File: src/rtl/io_reset_requester_pkg.sv
// Shared definitions for the IO reset requester.
//   rr_state_t  : control FSM states
//   RR_*        : 2-bit completion status codes placed in IORespData[15:14]
//   RV_*        : bit positions inside the 4-bit reset vector {Full, Inst, IO, Data}
//   rr_word()   : packs a status code and a vector into the 16-bit response word
package io_reset_requester_pkg;

    typedef enum logic [1:0] {
        IDLE    = 2'd0,
        ISSUE   = 2'd1,
        WAIT    = 2'd2,
        RESPOND = 2'd3
    } rr_state_t;

    localparam logic [1:0] RR_OK       = 2'b00;
    localparam logic [1:0] RR_TIMEOUT  = 2'b01;
    localparam logic [1:0] RR_INVALID  = 2'b10;
    localparam logic [1:0] RR_DISABLED = 2'b11;

    localparam int RV_FULL = 3;
    localparam int RV_INST = 2;
    localparam int RV_IO   = 1;
    localparam int RV_DATA = 0;

    function automatic logic [15:0] rr_word(input logic [1:0] code, input logic [3:0] vec);
        return {code, 10'd0, vec};
    endfunction

endpackage

File: src/rtl/reset_vector_prio_enc.sv
// Reset vector priority encoder.
// Reduces a multi-hot {Full, Inst, IO, Data} request to a one-hot vector,
// keeping only the most severe request (Full > Inst > IO > Data).
// Ports:
//   multiHot in  4 : requested vector, any combination of bits
//   oneHot   out 4 : single highest-priority bit, or 0 when nothing requested
module reset_vector_prio_enc
    import io_reset_requester_pkg::*;
(
    input  logic [3:0] multiHot,
    output logic [3:0] oneHot
);

    always_comb begin
        oneHot = '0;
        if (multiHot[RV_FULL]) begin
            oneHot[RV_FULL] = 1'b1;
        end else if (multiHot[RV_INST]) begin
            oneHot[RV_INST] = 1'b1;
        end else if (multiHot[RV_IO]) begin
            oneHot[RV_IO] = 1'b1;
        end else if (multiHot[RV_DATA]) begin
            oneHot[RV_DATA] = 1'b1;
        end
    end

endmodule

File: src/rtl/io_reset_requester.sv
// IO reset requester.
// Accepts CPU commands from the IO interconnect, issues a one-cycle
// SoftwareReset strobe with a held one-hot vector to the memory flasher,
// waits for the flasher's reply (or full-system trigger, or timeout) and
// returns a 16-bit completion word {status[1:0], 10'b0, vector[3:0]}.
// Ports:
//   clk, async_rst_n            : clock, asynchronous active-low reset
//   clk_en                      : global enable, nothing advances while low
//   IOCmdValid/Ready/Write/Data : command channel (Write=1 request, 0 status read)
//   IORespValid/Ready/Data      : response channel
//   SystemEnableIn              : flasher system enable
//   SoftwareResetOut            : one clk_en-cycle reset strobe
//   ResetVectorOut              : one-hot vector, held strobe..completion
//   ResetResponseIn             : flasher completion reply
//   ResetTriggerIn              : flasher full-system reset trigger
module io_reset_requester
    import io_reset_requester_pkg::*;
#(
    parameter int TIMEOUT_CYCLES = 4096
) (
    input  logic        clk,
    input  logic        async_rst_n,
    input  logic        clk_en,
    input  logic        IOCmdValid,
    output logic        IOCmdReady,
    input  logic        IOCmdWrite,
    input  logic [3:0]  IOCmdData,
    output logic        IORespValid,
    input  logic        IORespReady,
    output logic [15:0] IORespData,
    input  logic        SystemEnableIn,
    output logic        SoftwareResetOut,
    output logic [3:0]  ResetVectorOut,
    input  logic        ResetResponseIn,
    input  logic        ResetTriggerIn
);

    localparam int CNT_W = (TIMEOUT_CYCLES > 2) ? $clog2(TIMEOUT_CYCLES) : 1;
    localparam logic [CNT_W-1:0] CNT_LAST = CNT_W'(TIMEOUT_CYCLES - 1);

    rr_state_t        stateReg;
    logic [CNT_W-1:0] timeoutCnt;
    logic [15:0]      lastWord;     // last completion word returned by status reads
    logic             respIsRead;   // current response answers a status read
    logic [3:0]       cmdOneHot;

    reset_vector_prio_enc u_prio_enc (
        .multiHot (IOCmdData),
        .oneHot   (cmdOneHot)
    );

    // Only output that is not a register: a direct decode of the state.
    assign IOCmdReady = (stateReg == IDLE);

    always_ff @(posedge clk or negedge async_rst_n) begin
        if (!async_rst_n) begin
            stateReg         <= IDLE;
            timeoutCnt       <= '0;
            lastWord         <= '0;
            respIsRead       <= 1'b0;
            IORespValid      <= 1'b0;
            IORespData       <= '0;
            SoftwareResetOut <= 1'b0;
            ResetVectorOut   <= '0;
        end else if (clk_en) begin
            // The strobe only survives the single ISSUE cycle; with clk_en low
            // this block is skipped so it holds until the next enabled edge.
            SoftwareResetOut <= 1'b0;

            unique case (stateReg)
                IDLE: begin
                    if (IOCmdValid) begin
                        if (!IOCmdWrite) begin
                            respIsRead  <= 1'b1;
                            IORespData  <= lastWord;
                            IORespValid <= 1'b1;
                            stateReg    <= RESPOND;
                        end else if (IOCmdData == 4'd0) begin
                            respIsRead  <= 1'b0;
                            IORespData  <= rr_word(RR_INVALID, 4'd0);
                            IORespValid <= 1'b1;
                            stateReg    <= RESPOND;
                        end else if (!SystemEnableIn) begin
                            respIsRead  <= 1'b0;
                            IORespData  <= rr_word(RR_DISABLED, 4'd0);
                            IORespValid <= 1'b1;
                            stateReg    <= RESPOND;
                        end else begin
                            respIsRead       <= 1'b0;
                            ResetVectorOut   <= cmdOneHot;
                            timeoutCnt       <= '0;
                            SoftwareResetOut <= 1'b1;
                            stateReg         <= ISSUE;
                        end
                    end
                end

                ISSUE: begin
                    stateReg <= WAIT;
                end

                WAIT: begin
                    // Trigger beats response; response beats a timeout landing
                    // on the same cycle.
                    if (ResetTriggerIn) begin
                        lastWord       <= rr_word(RR_OK, ResetVectorOut);
                        ResetVectorOut <= '0;
                        stateReg       <= IDLE;
                    end else if (ResetResponseIn) begin
                        IORespData  <= rr_word(RR_OK, ResetVectorOut);
                        IORespValid <= 1'b1;
                        stateReg    <= RESPOND;
                    end else if (timeoutCnt == CNT_LAST) begin
                        IORespData  <= rr_word(RR_TIMEOUT, ResetVectorOut);
                        IORespValid <= 1'b1;
                        stateReg    <= RESPOND;
                    end else begin
                        timeoutCnt <= timeoutCnt + CNT_W'(1);
                    end
                end

                RESPOND: begin
                    if (IORespReady) begin
                        if (!respIsRead) begin
                            lastWord <= IORespData;
                        end
                        IORespValid    <= 1'b0;
                        IORespData     <= '0;
                        ResetVectorOut <= '0;
                        stateReg       <= IDLE;
                    end
                end

                default: stateReg <= IDLE;
            endcase
        end
    end

endmodule

File: config.mk
export PLATFORM = sky130hd
export DESIGN_NAME = io_reset_requester
export DESIGN_NICKNAME = d
export VERILOG_FILES = /design/src/rtl/io_reset_requester_pkg.sv /design/src/rtl/reset_vector_prio_enc.sv /design/src/rtl/io_reset_requester.sv
export SDC_FILE = /design/constraint.sdc
export NUM_CORES = 1
export LEC_CHECK = 0
export CAP_MARGIN = 30
export CORE_MARGIN = 2
export CORE_UTILIZATION = 50
export CTS_CLUSTER_SIZE = 40
export DETAILED_ROUTE_END_ITERATION = 8
export PLACE_DENSITY = 0.75
export SLEW_MARGIN = 10
export SYNTH_ARGS = -nofsm -noshare
export SYNTH_HDL_FRONTEND = slang
export SYNTH_SLANG_ARGS = --single-unit
File: constraint.sdc
create_clock -name clk -period 4.5 [get_ports clk]
set_clock_uncertainty 0.15 [all_clocks]
set_input_delay 0.45 -clock clk [delete_from_list [all_inputs] [get_ports clk]]
set_output_delay 0.45 -clock clk [all_outputs]
set_load 0.03 [all_outputs]
---- Word level (Yosys, flattened, before mapping) ----
Index checks and enable logic that the tools add are counted.
W data, S select, Z words.
storage, ports and cells
  register bits after elaboration ......... 53
  bits in latches ......................... 0
  bits in writable memories ............... 0
  ROM bits ................................ 0
  bits of input ports ..................... 13
  output and inout port bits .............. 23
  word-level logic and storage cells ...... 96
  memories ................................ 0
cells by class
  add/subtract/negate cells ............... 1
  $mul .................................... 0
  divide/modulo/power cells ............... 0
  $lt $le $gt $ge ......................... 0
  eq/ne operators ......................... 17
  shifts and indexed selects .............. 0
  muxes and demuxes ....................... 59
  bitwise logic cells ..................... 0
  reductions and logical operators ........ 11
operators with widths
  cell                     count
  $mux W16                 11
  $mux W12                 7
  $pmux W16 S3             1
  $pmux W16 S2             1
  $mux W4                  6
  $pmux W12 S2             1
  $mux W1                  19
  $mux W2                  9
  $ne A2 B2 Y1 const B     8
  $add A12 B1 Y12 const B  1
  $eq A12 B12 Y1 const B   1
  $pmux W4 S3              1
  $reduce_and A9 Y1        1
  $pmux W2 S4              1
  $reduce_and A8 Y1        1
  $reduce_and A7 Y1        1
  $reduce_and A5 Y1        1
  $eq A2 B2 Y1 const B     2
  $logic_not A4 Y1         1
  $ne A2 B1 Y1 const B     2
  $ne A4 B3 Y1 const B     1
  $ne A4 B4 Y1 const B     1
  $reduce_and A4 Y1        1
  $reduce_bool A2 Y1       2
  other kinds (7)          7

---- Longest topological paths before layout ----
Gate-level depths: netlist of run 1.
  depth after elaboration ................. 9
  gate-level depth with buffers ........... 7
  gate-level depth less buffers ........... 5

---- Hierarchy ----
Synthesis of run 1 repeated with hierarchy kept, for this count alone.
second synthesis, totals
  cell total of the unflattened synthesis .. 272
  area, all modules ....................... 2681.3 µm²
by module, submodules not included
  module                 instances  cells each  area each (µm²)  sequential area each (µm²)
  io_reset_requester     1          268         2642.5           1326.3
  reset_vector_prio_enc  1          4           38.8             0.0

---- Least setup slack after synthesis of run 1 ----
OpenSTA, ideal clock, no wires.
  path type ............................... register to register
  from .................................... register timeoutCnt[0]
  to ...................................... register IORespData[0]
  library setup time ...................... 0.125 ns
  data arrival time ....................... 1.790 ns
  required time ........................... 4.225 ns
  path slack .............................. 2.435 ns
  stages on the path, launching flop included .. 7
  path buffers ............................ 1
  period minus slack after synthesis ...... 2.065 ns
  cells stage by stage .................... dfrtp_1 ha_1 nand3_1 nor4_4 o22a_2 buf_6 mux2_2
between the ends
  cells in the longest elaborated chain, start to end .. 3
ends and longest elaborated chain
  element                      line                       RTL
  start: declaration           io_reset_requester.sv:42   logic [CNT_W-1:0] timeoutCnt;
  start signal: assignment     io_reset_requester.sv:118  timeoutCnt <= timeoutCnt + CNT_W'(1);
  $eq A12 B12 Y1               io_reset_requester.sv:113  end else if (timeoutCnt == CNT_LAST) begin
  $ne A3 B3 Y1 (no line)       --
  $reduce_and A7 Y1 (no line)  --
  end signal: assignment       io_reset_requester.sv:85   IORespData <= rr_word(RR_DISABLED, 4'd0);
  end signal: assignment       io_reset_requester.sv:110  IORespData <= rr_word(RR_OK, ResetVectorOut);
  end signal: assignment       io_reset_requester.sv:114  IORespData <= rr_word(RR_TIMEOUT, ResetVectorOut);
  end: declaration             io_reset_requester.sv:30   output logic [15:0] IORespData,
Every way passes these cells.
A chain may end at the register's enable or synchronous reset.

---- Final worst setup path of run 1 ----
  from .................................... register timeoutCnt[0]
  to ...................................... register IORespData[2]
Same word-level chain as after synthesis.

==> results of run 1 <==
## stage by stage
stage / cells / hold slack, ns / utilization, % / total power [mW]
floorplan: 248 / 0.00441 / - / 1.09
global placement: 343 / 0.309 / 58.5 / 1.25
detailed placement: 343 / 0.317 / 58.5 / 1.27
CTS: 350 / 0.112 / 60.2 / 1.53
global route: 351 / 0.154 / 60.4 / 1.62
finish: 351 / 0.0936 / 60.4 / 1.53
## per-layer routing
layer	part of all wire, %	wire (um)	track usage, %
met1	49	2620	28.4
met2	45	2410	29.6
met3	5.0	264	4.27
met4	0.47	25	5.45
met5	0	0	0
## sequential cells by signal, indices dropped and copies added (netlist names)
signal and cells:
IORespData 16, IORespValid 1, ResetVectorOut 4, SoftwareResetOut 1, lastWord 16, respIsRead 1
stateReg 2, timeoutCnt 12
## area by class of cell
type | count | area [sq um]
Clock buffer | 5 | 68.8
Clock inverter | 2 | 16.3
Sequential cell | 53 | 1330
Inverter | 15 | 56.3
Timing Repair Buffer | 37 | 360
Multi-Input combinational cell | 169 | 1150
Tap cell | 70 | 87.6
Fill cell | 465 | 2010
## final timing paths
path                          startpoint             to  slack (ns)  cells past startpoint
min in group clk              respIsRead     respIsRead        0.34                      2
max in group asynchronous    async_rst_n  timeoutCnt[4]        3.67                      2
min                          async_rst_n    lastWord[8]        0.09                      2
max                        timeoutCnt[0]  IORespData[2]        1.94                      5
min reg2reg                   respIsRead     respIsRead        0.34                      2
max reg2reg                timeoutCnt[0]  IORespData[2]        1.94                      5
## placed cells by master (no fill, tap or decap), drive strengths merged, types with 9 or more instances in the layout
cell,n
mux2i,15
o21ai,12
o31ai,10
clkdlybuf4s50,34
a21oi,9
inv,15
mux2,11
nor2,12
dfrtp,53
nand2,37
## logic make-up (layout without fill, tap and decap cells)
logic type	after synthesis	after routing
DFF	53	53
buffers and inverters	26	59
and+or+nand+nor	80	80
muxes	26	26
adders and majority gates	1	1
AOI/OAI and AO/OA	62	62
## critical path: stages, from the launching register on
cell,delay (ns)
dfrtp_1,0.40
ha_1,0.20
nand3_1,0.25
nor4_4,0.51
o22a_2,0.56
mux2_2,0.39
## power by group through the flow
stage,Combinational (mW),Sequential [mW],Clock [mW]
after CTS,0.574,0.686,0.272
final,0.572,0.688,0.268
after floorplan,0.368,0.727,0
after global routing,0.622,0.707,0.292
after detailed placement,0.573,0.695,0
after global placement,0.563,0.691,0
==> out/metrics.yaml, run 1 <==
ys_top_cells_by_count: "dfrtp_1 (53), nand2_1 (37), inv_1 (15), mux2i_1 (15)"
synth_seq_area_share_pct: 50.8
synth_most_common_cell: "dfrtp_1"
synthTopCellsByArea: "dfrtp_1 (51%), mux2i_1 (5.7%), nand2_1 (5.3%)"
antenna_found_initial: 0
grt.total_usage_pct: 19.5
ys_warn_count: 0
yosys_register_bits: 53
finalSetupViolations: 0
ant_nets: 0
drt_iter0_markers: 215
clk_pin_slew_ns: 0.09
clock_latency_ns: 0.31
grt_pass1_vias: 1883
hold_path_class: "in2async"
maxClockFrequency_mhz: 391
synth_edf_count: 0
path_max_fanout: 17
grt_max_degree: 54
cts_sinks: 53
power_density_mw_per_mm2: 499
synthAdderAreaFrac_pct: 0.479
crit_required_ns: 4.55
comb_power_share_pct: 37.4
ctsRootBufferMaster: "clkbuf_8"
gp_congestion: 0.837
cts_tree: "yes"
syn-num-nets: 262
drt-vias-per-instance: 5.69
drt-total-wl_um: 5320
rsz0062_at_grt: "false"
die_area_sq_mm: 0.00582
synthToLayoutAreaGrowth_pct: 17.2
post_cts_buffers: 0
fin_nets: 295
preCtsSetupSlack_ns: 1.60
period_share_pct: 56.9
num_vias: 1998
cp.arrival_ns: 2.61
holdBufCountCts: 0
dr.pass1.iters: 4
cts.htree.levels: 2
placed_area_sq_mm: 0.00297
startpoint_type: "register"
p_sw_mw: 0.598
io_buffers: 35
synth_largest_area_cell: "dfrtp_1"
gr-total-overflow: 0
rows: 26
ys.flop_type: "dfrtp_1"
cp-end-kind: "register"
crit_type: "reg2reg"
diodes: 0
drive_above_1_share_pct: 10.3
cts_resized: 0
leakage_nw: 1.30
post-route-worst-setup-slack_ns: 1.94
synth_top_family_by_area: "compound AO/OA/AOI/OAI gates"
post-route-drc-count: 0
grt_pass1_wl_um: 9130
cap_viol_max_count: 0
fin_tns_setup_ns: 0
peakVddDrop_mv: 0.251
ys_async_sr_fraction_pct: 100
synth_area_per_cell_sq_um: 10.5
dp_hpwl_um: 3630
io_pins: 36
relSlewSlack_pct: 33.3
worst_slew_pin_slew_ns: 0.994
power_frac_clock_pct: 17.5
wire_per_inst_um: 15.2
core_area_sq_mm: 0.00507
initial_core_util_pct: 51.5
synth_cell_types: 48
cts_inserted_buffers: 5
final_cell_area_sq_mm: 0.00306
synthMuxAreaShare_pct: 10.5
synth_xor_area_share_pct: 0
synthSimpleGateAreaFrac_pct: 16.5
synth_top_area_share_pct: 50.8
p_seq_share_pct: 45.0
syn-instance-count: 248
outcome: "finished clean"
drv_slew: 0
die_y_um: 76.3
syn-cell-area_sq_mm: 0.00261
clockBufferDepth: 2
die_w_um: 76.3
finalCriticalPeriod_ns: 2.56
switching_share_pct: 39.1
synth_compound_area_share_pct: 16.5
p_int_mw: 0.931
hold_violations: 0
(Power assumes the default switching activity.)
==> run 2: changes to the inputs <==
==> constraint.sdc (replaced) <==
create_clock -name clk -period 2.42 [get_ports clk]
set_clock_uncertainty 0.15 [all_clocks]
set_input_delay 0.242 -clock clk [delete_from_list [all_inputs] [get_ports clk]]
set_output_delay 0.242 -clock clk [all_outputs]
set_load 0.03 [all_outputs]
==> out/metrics.yaml, run 2 (same netlist as run 1, synthesis figures left out) <==
p_sw_mw: 1.13  # +89%
final_cell_mix: "dfrtp_1 (53), nand2_1 (37), clkdlybuf4s50_1 (34), buf_4 (16)"
antenna_found_initial: 0  # unchanged
cts_inserted_buffers: 5  # unchanged
gr-total-overflow: 0  # unchanged
relSlewSlack_pct: 56.1  # +23 points
cap_viol_max_count: 0  # unchanged
p_int_mw: 1.82  # +95%
rsz0062_at_grt: "false"
whs_ns: 0.334  # +0.241 ns
clk_pin_slew_ns: 0.09  # about the same
dp_hpwl_um: 3940  # +8.6%
leakage_nw: 1.39  # +6.8%
die_w_um: 76.3  # unchanged
r2r_slack_ns: 0.35  # -1.59 ns
drv_slew: 0  # unchanged
cts_sinks: 53  # unchanged
maxClockFrequency_mhz: 484  # +24%
core_area_sq_mm: 0.00507  # unchanged
power_mw: 2.95  # +93%
wire_per_inst_um: 15.4  # +1.3%
fin_nets: 311  # +5.4%
worst_slew_pin_slew_ns: 0.659  # -0.335 ns
synthToLayoutAreaGrowth_pct: 22.5
startpoint_type: "register"
initial_core_util_pct: 51.5  # unchanged
clockBufferDepth: 2  # unchanged
num_vias: 2049  # +2.6%
clock_latency_ns: 0.30  # about the same
finalCriticalPeriod_ns: 2.07  # -0.492 ns
rows: 26  # unchanged
diodes: 0  # unchanged
drive_above_1_share_pct: 14.8  # +4.4 points
cts_resized: 0  # unchanged
hold_path_class: "reg2reg"
switching_share_pct: 38.4  # -0.74 points
holdPathStages: 2
hold_violations: 0  # unchanged
cp.arrival_ns: 2.11  # -0.50 ns
power_density_mw_per_mm2: 921  # +85%
crit_type: "reg2reg"
drt_iter0_markers: 180  # -16%
path_max_fanout: 10  # -7
io_buffers: 35  # unchanged
peakVddDrop_mv: 0.568  # +130%
comb_power_share_pct: 39.9  # +2.5 points
drt-total-wl_um: 5650  # +6.2%
grt_pass1_vias: 2016  # +7.1%
crit_required_ns: 2.47  # -2.08 ns
grt.total_usage_pct: 20.6  # +1.1 points
ant_nets: 0  # unchanged
period_share_pct: 85.4  # +29 points
fin_tns_setup_ns: 0  # unchanged
drt-vias-per-instance: 5.57  # -2.2%
cts_tree: "yes"
finalSetupViolations: 0  # unchanged
dr.pass1.iters: 4  # unchanged
p_seq_share_pct: 43.4  # -1.6 points
gp_congestion: 0.774  # -7.5%
power_frac_clock_pct: 16.7  # -0.8 points
rr_worst_depth: 5  # unchanged
ctsRootBufferMaster: "clkbuf_8"
mostFrequentLayoutCell: "dfrtp_1"
grt_max_degree: 54  # unchanged
outcome: "finished clean"
cts.htree.levels: 2  # unchanged
io_pins: 36  # unchanged
die_area_sq_mm: 0.00582  # unchanged
grt_pass1_wl_um: 9580  # +5.0%
post-route-drc-count: 0  # unchanged
die_y_um: 76.3  # unchanged
cp-end-kind: "register"
reg_top3: "IORespData x16, lastWord x16, timeoutCnt x12"
## run 2: worst max-delay path, stage by stage (launching register included)
cell     delay, ns
dfrtp_1       0.40
ha_1          0.20
nand3_1       0.16
nor4_4        0.34
o22a_2        0.33
mux2_2        0.36
## run 2: layout make-up
cell class              count  area [sq um]
fillers                   432          1880
flip-flops and latches     53          1330
multi-input cells         169          1150
repair buffers             53           495
well taps                  70          87.6
clock buffers               6          72.6
inverters                  15          56.3
clock inverters             2          13.8
## run 2: path summary, 6_finish.rpt
check                                 to     startpoint
setup / recovery           IORespData[0]  timeoutCnt[0]
min in group asynchronous  IORespData[8]    async_rst_n
setup reg to reg           IORespData[0]  timeoutCnt[0]
hold / removal              lastWord[13]   lastWord[13]
hold reg to reg             lastWord[13]   lastWord[13]
max in group asynchronous  timeoutCnt[7]    async_rst_n
## run 2: routing by layer
layer | share of wire (%) | track usage [%]
met1 | 49 | 31.1
met2 | 46 | 29.8
met3 | 4.3 | 3.32
met4 | 1.1 | 8.36
met5 | 0 | 0
## run 2: repair_timing
item	CTS	global route
hold buffers	1	0
buffers inserted	0	0
endpoints found under the hold margin	53	0
## run 2: power groups by stage
| stage | Sequential, mW | Clock [mW] | Combinational, mW |
|---|---|---|---|
| after detailed placement | 1.29 | 0 | 1.18 |
| after CTS | 1.27 | 0.513 | 1.18 |
| final | 1.28 | 0.493 | 1.18 |
| after floorplan | 1.35 | 0 | 0.684 |
| after global placement | 1.28 | 0 | 1.15 |
| after global routing | 1.31 | 0.549 | 1.28 |
## run 2: stage by stage
step           utilization (%)  std cells  setup slack, ns  instance area [sq um]
6_report                  63.0        368            0.352                   3200
5_1_grt                   63.0        368            0.230                   3200
4_1_cts                   63.0        368            0.331                   3200
3_5_place_dp              61.1        359           0.0390                   3100
3_3_place_gp              61.1        359           0.0818                   3100
2_1_floorplan                -        248            0.355                   2610
